<file path="src/rtl/vga_textcon.sv">
// rtl/vga_textcon.sv - VGA text console engine: cursor, control codes, scroll and clear sequences
// Optional newline scrolling at the last row is built when VGA_TEXTCON_SCROLL_EN is defined.
module vga_textcon (
    input  logic        clk,
    input  logic        rst,
    input  logic        cmd_valid,
    input  logic [7:0]  cmd_data,
    output logic        cmd_ready,
    output logic [12:0] vmem_addr,
    output logic [7:0]  vmem_dout,
    output logic        vmem_we,
    input  logic [7:0]  vmem_din,
    output logic [6:0]  cursor_x,
    output logic [5:0]  cursor_y,
    output logic        busy
);
    localparam logic [12:0] VMEMSTART = 13'd1024;
    localparam logic [12:0] ROW_STEP  = 13'd80;
    localparam logic [6:0]  LAST_COL  = 7'd79;
    localparam logic [5:0]  LAST_ROW  = 6'd59;
    localparam logic [7:0]  FILL      = 8'h20;
    localparam logic [12:0] LAST_CELL = VMEMSTART + 13'd4799;
`ifdef VGA_TEXTCON_SCROLL_EN
    localparam logic [12:0] SCR_FIRST = VMEMSTART + ROW_STEP;
    localparam logic [12:0] CLR_FIRST = VMEMSTART + 13'd4720;
`endif

    typedef enum logic [2:0] {
        S_IDLE, S_PUT, S_SCR_RD, S_SCR_WR, S_CLRLINE, S_CLRALL
    } state_t;

    state_t      state, next_state;
    logic [12:0] rowbase;
    logic [12:0] ptr;
    logic [7:0]  put_data;
    logic        put_adv;
    logic        accept, printable, line_end, newline, last_row;

    assign accept    = cmd_valid && (state == S_IDLE);
    assign printable = cmd_data[7:5] != 3'd0;
    assign last_row  = cursor_y == LAST_ROW;
    // A newline is either an explicit 0x0A or the implicit one after writing column 79.
    assign line_end  = (state == S_PUT) && put_adv && (cursor_x == LAST_COL);
    assign newline   = (accept && cmd_data == 8'h0A) || line_end;

`ifndef VGA_TEXTCON_SCROLL_EN
    logic unused_din;
    assign unused_din = ^vmem_din;
`endif

    always_ff @(posedge clk) begin
        if (!rst) state <= S_IDLE;
        else      state <= next_state;
    end

    always_comb begin
        next_state = state;
        case (state)
            S_IDLE: if (cmd_valid) begin
                case (cmd_data)
`ifdef VGA_TEXTCON_SCROLL_EN
                    8'h0A:   if (last_row) next_state = S_SCR_RD;
`else
                    8'h0A:   next_state = S_IDLE;
`endif
                    8'h08:   if (cursor_x != 7'd0) next_state = S_PUT;
                    8'h0C:   next_state = S_CLRALL;
                    default: if (printable) next_state = S_PUT;
                endcase
            end
`ifdef VGA_TEXTCON_SCROLL_EN
            S_PUT:     next_state = (line_end && last_row) ? S_SCR_RD : S_IDLE;
            S_SCR_RD:  next_state = S_SCR_WR;
            S_SCR_WR:  next_state = (ptr == LAST_CELL) ? S_CLRLINE : S_SCR_RD;
            S_CLRLINE: if (ptr == LAST_CELL) next_state = S_IDLE;
`else
            S_PUT:     next_state = S_IDLE;
`endif
            S_CLRALL:  if (ptr == LAST_CELL) next_state = S_IDLE;
            default:   next_state = S_IDLE;
        endcase
    end

    always_comb begin
        cmd_ready = (state == S_IDLE);
        busy      = (state != S_IDLE);
        vmem_addr = 13'd0;
        vmem_dout = 8'd0;
        vmem_we   = 1'b0;
        case (state)
            S_PUT: begin
                vmem_addr = rowbase + {6'd0, cursor_x};
                vmem_dout = put_data;
                vmem_we   = 1'b1;
            end
            S_SCR_RD: vmem_addr = ptr;
            S_SCR_WR: begin
                vmem_addr = ptr - ROW_STEP;
                vmem_dout = vmem_din;
                vmem_we   = 1'b1;
            end
            S_CLRLINE, S_CLRALL: begin
                vmem_addr = ptr;
                vmem_dout = FILL;
                vmem_we   = 1'b1;
            end
            default: ;
        endcase
    end

    // Cursor, row base and sequence pointer.
    always_ff @(posedge clk) begin
        if (!rst) begin
            cursor_x <= 7'd0;
            cursor_y <= 6'd0;
            rowbase  <= VMEMSTART;
            ptr      <= VMEMSTART;
            put_data <= 8'd0;
            put_adv  <= 1'b0;
        end else if (newline) begin
            cursor_x <= 7'd0;
            if (!last_row) begin
                cursor_y <= cursor_y + 6'd1;
                rowbase  <= rowbase + ROW_STEP;
            end else begin
`ifdef VGA_TEXTCON_SCROLL_EN
                ptr      <= SCR_FIRST;
`else
                cursor_y <= 6'd0;
                rowbase  <= VMEMSTART;
`endif
            end
        end else if (accept) begin
            case (cmd_data)
                8'h0D: cursor_x <= 7'd0;
                8'h08: if (cursor_x != 7'd0) begin
                    cursor_x <= cursor_x - 7'd1;
                    put_data <= FILL;
                    put_adv  <= 1'b0;
                end
                8'h0C: begin
                    cursor_x <= 7'd0;
                    cursor_y <= 6'd0;
                    rowbase  <= VMEMSTART;
                    ptr      <= VMEMSTART;
                end
                default: if (printable) begin
                    put_data <= cmd_data;
                    put_adv  <= 1'b1;
                end
            endcase
        end else if (state == S_PUT && put_adv) begin
            cursor_x <= cursor_x + 7'd1;
`ifdef VGA_TEXTCON_SCROLL_EN
        end else if (state == S_SCR_WR) begin
            ptr <= (ptr == LAST_CELL) ? CLR_FIRST : ptr + 13'd1;
        end else if (state == S_CLRLINE && ptr != LAST_CELL) begin
            ptr <= ptr + 13'd1;
`endif
        end else if (state == S_CLRALL && ptr != LAST_CELL) begin
            ptr <= ptr + 13'd1;
        end
    end
endmodule

</file>
<file path="config.mk">
export PLATFORM = sky130hd
export DESIGN_NAME = vga_textcon
export DESIGN_NICKNAME = d
export VERILOG_FILES = /design/src/rtl/vga_textcon.sv
export SDC_FILE = /design/constraint.sdc
export NUM_CORES = 1
export LEC_CHECK = 0
export BUFFER_PORTS_ARGS = -buffer_cell sky130_fd_sc_hd__buf_2
export CAP_MARGIN = 20
export CORE_ASPECT_RATIO = 1.5
export CORE_MARGIN = 8
export CORE_UTILIZATION = 30
export CTS_CLUSTER_SIZE = 10
export DETAILED_ROUTE_END_ITERATION = 10
export GPL_TIMING_DRIVEN = 0
export PLACE_DENSITY = 0.57
export SETUP_SLACK_MARGIN = 0.15
export SLEW_MARGIN = 20
export SYNTH_ARGS = -nofsm -noshare
export SYNTH_HDL_FRONTEND = slang
export SYNTH_SLANG_ARGS = --single-unit
</file>
<file path="constraint.sdc">
create_clock -name clk -period 2.9 [get_ports clk]
set_input_delay 0.58 -clock clk [delete_from_list [all_inputs] [get_ports clk]]
set_output_delay 0.58 -clock clk [all_outputs]
set_load 0.1 [all_outputs]
</file>
==> results.md <==
* Residual DRC count at 0
* Status: finished clean
* Die width at around 97 um
* Element type at the critical path start: flip-flop
* Sequential share of the synthesized area at between 30 and 40%
* Vias per cell at ~5.6
* Netlist cell types at 68
* Fin crit period at approximately 2600 ps
* Vias in the first global route at about 3,000
* Data arrival, critical path at between 2000 and 2500 ps
* Top-area cell type share of the netlist area at approximately 31%
* Drt pass-1 iters at 5
* # fillers at roughly 1,000
* Ys async rst share at 0%
* Max Fanout on Critical Path at 8
* Post-CTS Repair Setup Buffers at 0
* Initial antenna violation count at 0
* Row cnt at 44
* Clk buf depth at 2
* Post-Synthesis Cell Area at about 3000 um2
* Placed wire-length estimate at about 6800 um
* CTS tree: done
* Clk root buf: clkbuf_16
* Lkg Pwr at 1.44 nW
* Wire length per cell at 17.1 um
* Max_cap viols at 0
* Layout cells sized above 1 at approximately 23%
* Fin. Hold Viols at 0
* Post-Syn Instances at ~370
* Ranking of synthesized cells by area: dfxtp_1, a21oi_1, ha_1
* Overflow after GRT at 0
* Antenna Diode Count at 0
* Post-synthesis area per instance at roughly 8 um2
* Cts hold-fix bufs at 0
* #FFs+latches synth at 46
* Slew HR at 55.9%
* Die H at 138 um
* Ys Warns at 0
* Total Wirelength at 9210 um
* Period utilization at approximately 91%
* Layout net count at roughly 450
* Synth Flop Type: dfxtp_1
* Fmax at around 380 MHz
* Area leader, netlist: dfxtp_1
* Initial Util at between 30% and 40%
* Global-route wire length before repair at 14,900 um
* EDFF count, synth at 0
* Placer Congestion at around 0.83
* Setup TNS at 0 ps
* Final setup viols at 0
* CP Capture Type: primary output
* Crit. Startpoint: cursor_x[6]$_SDFFE_PP0P_
* Critical Path RT at between 2000 and 2500 ps
* Post-DRT Antenna Nets at 0
* Number of port buffers at 46
* Unrepaired setup endpoints after global routing: false
* Hold crit path type: reg -> reg
* Gr usage total at a little over an eighth
* Core Area at roughly 9700 um2
* Worst Setup Path Type: reg -> out
* Vias at just over 3,000
* Origin of the worst min-delay path: put_data[2]$_SDFFE_PN0P_
* Tot Pwr at 1.48 mW
* Die area at between 10,000 and 15,000 um2
* Area grow syn2layout at 22.0%
* Fin. max-slew vios at 0
* Clk_lat worst skew at around 300 ps
* Syn nets at 400
* CTS Buf Count at 5
* P per Cell Area at roughly 400 nW/um2
* Worst Skew at approximately 7 ps
* Worst-margin pin slew at ~660 ps
* Most numerous cell in the Yosys netlist: dfxtp_1
* Peak VDD IR at around 0.36 mV
* Ports at 56
* Largest net degree at the start of global routing at 14
* Reg-to-Reg Start: ptr[1]$_SDFFE_PN0P_
* Initial DRC count at 114
* Clk slew on worst S/H paths at 70 ps
* # resized after CTS at 20
* Clock sink count at 46
* # H-tree levels at 2
* Post-layout util at 37.5%
* Synth cell count leaders: dfxtp_1, nand2_1, nor2_1
## per-stage QoR
stage / cell area, um2 / hold WS (ps) / setup slack, ps / instances
global route: 3630 / 471 / 116 / 540
floorplan: 3020 / 424 / -96.8 / 371
finish: 3630 / 450 / 269 / 540
global placement: 3390 / 438 / 36.3 / 532
detailed placement: 3390 / 443 / 29.2 / 532
CTS: 3590 / 453 / 74.3 / 540
## final timing paths
check	end	slack, ps	cells after the start
hold / removal	put_data[2]$_SDFFE_PN0P_	450	2
setup / recovery	vmem_addr[10]	270	7
setup reg to reg	ptr[9]$_SDFFE_PN0P_	410	6
hold reg to reg	put_data[2]$_SDFFE_PN0P_	450	2
## cell families (layout without fill, tap and decap cells)
group | Yosys count | in the layout | synth area share [%]
XOR/XNOR | 18 | 18 | 5.30
AO/OA/AOI/OAI | 112 | 112 | 25.8
other | 1 | 1 | 0.126
buffers and inverters | 35 | 89 | 5.42
AND/OR/NAND/NOR | 142 | 142 | 25.8
multiplexers | 7 | 7 | 2.40
adder cells (fa/ha/maj) | 10 | 10 | 4.21
flip-flops | 46 | 46 | 31.0
## power breakdown
part / total [mW] / switching, mW / internal [mW] / leakage [nW]
Sequential: 0.654 / 0.0108 / 0.644 / 0.375
Clock: 0.595 / 0.253 / 0.342 / 0.0739
Combinational: 0.228 / 0.164 / 0.0641 / 0.996
Total: 1.48 / 0.428 / 1.05 / 1.44
## state kept, by name, indices dropped and copies added, names as in the netlist
register and count:
put_data 8, state 2, cursor_x 7, put_adv 1, cursor_y 6, ptr 13
rowbase 9
## routing by layer
metal / routed length, um / global-route usage, % / up-vias
met4: 187 / 6.17 / 0
li1: - / - / 1474
met1: 3800 / 14.9 / 1454
met5: 0 / 0 / -
met3: 480 / 2.99 / 14
met2: 4740 / 24.5 / 81
## final cells by class
cell class,instances,area [um2],share of cell area [%]
clock buffer,7,143,3.93
timing repair buffer,46,279,7.68
buffer,22,120,3.31
multi-input combinational,290,1970,54.1
tap,115,144,3.96
clock inverter,1,5.00,0.138
inverter,13,48.8,1.34
sequential,46,926,25.5
## layout by cell type (no fill, tap or decap), types with 8 or more instances in the layout
cell type	synthesis	layout
clkbuf_1	14	12
ha_1	10	8
nand2_1	31	31
a211oi_1	9	9
a21oi_1	28	27
dfxtp_1	46	42
nor2_1	31	31
inv_1	13	13
buf_4	1	14
and2_1	13	13
xnor2_1	13	13
o21ai_0	23	22
nand4_1	11	11
nand3_1	13	13
buf_2	3	35
## critical path, stage by stage, from the launching register on
cell,delay (ps)
dfxtp_2,400
ha_4,300
inv_1,60
o221ai_2,240
nand4_1,170
xnor2_1,170
a22o_2,240
buf_6,180
Note: power is estimated with default switching activity, not from simulation.
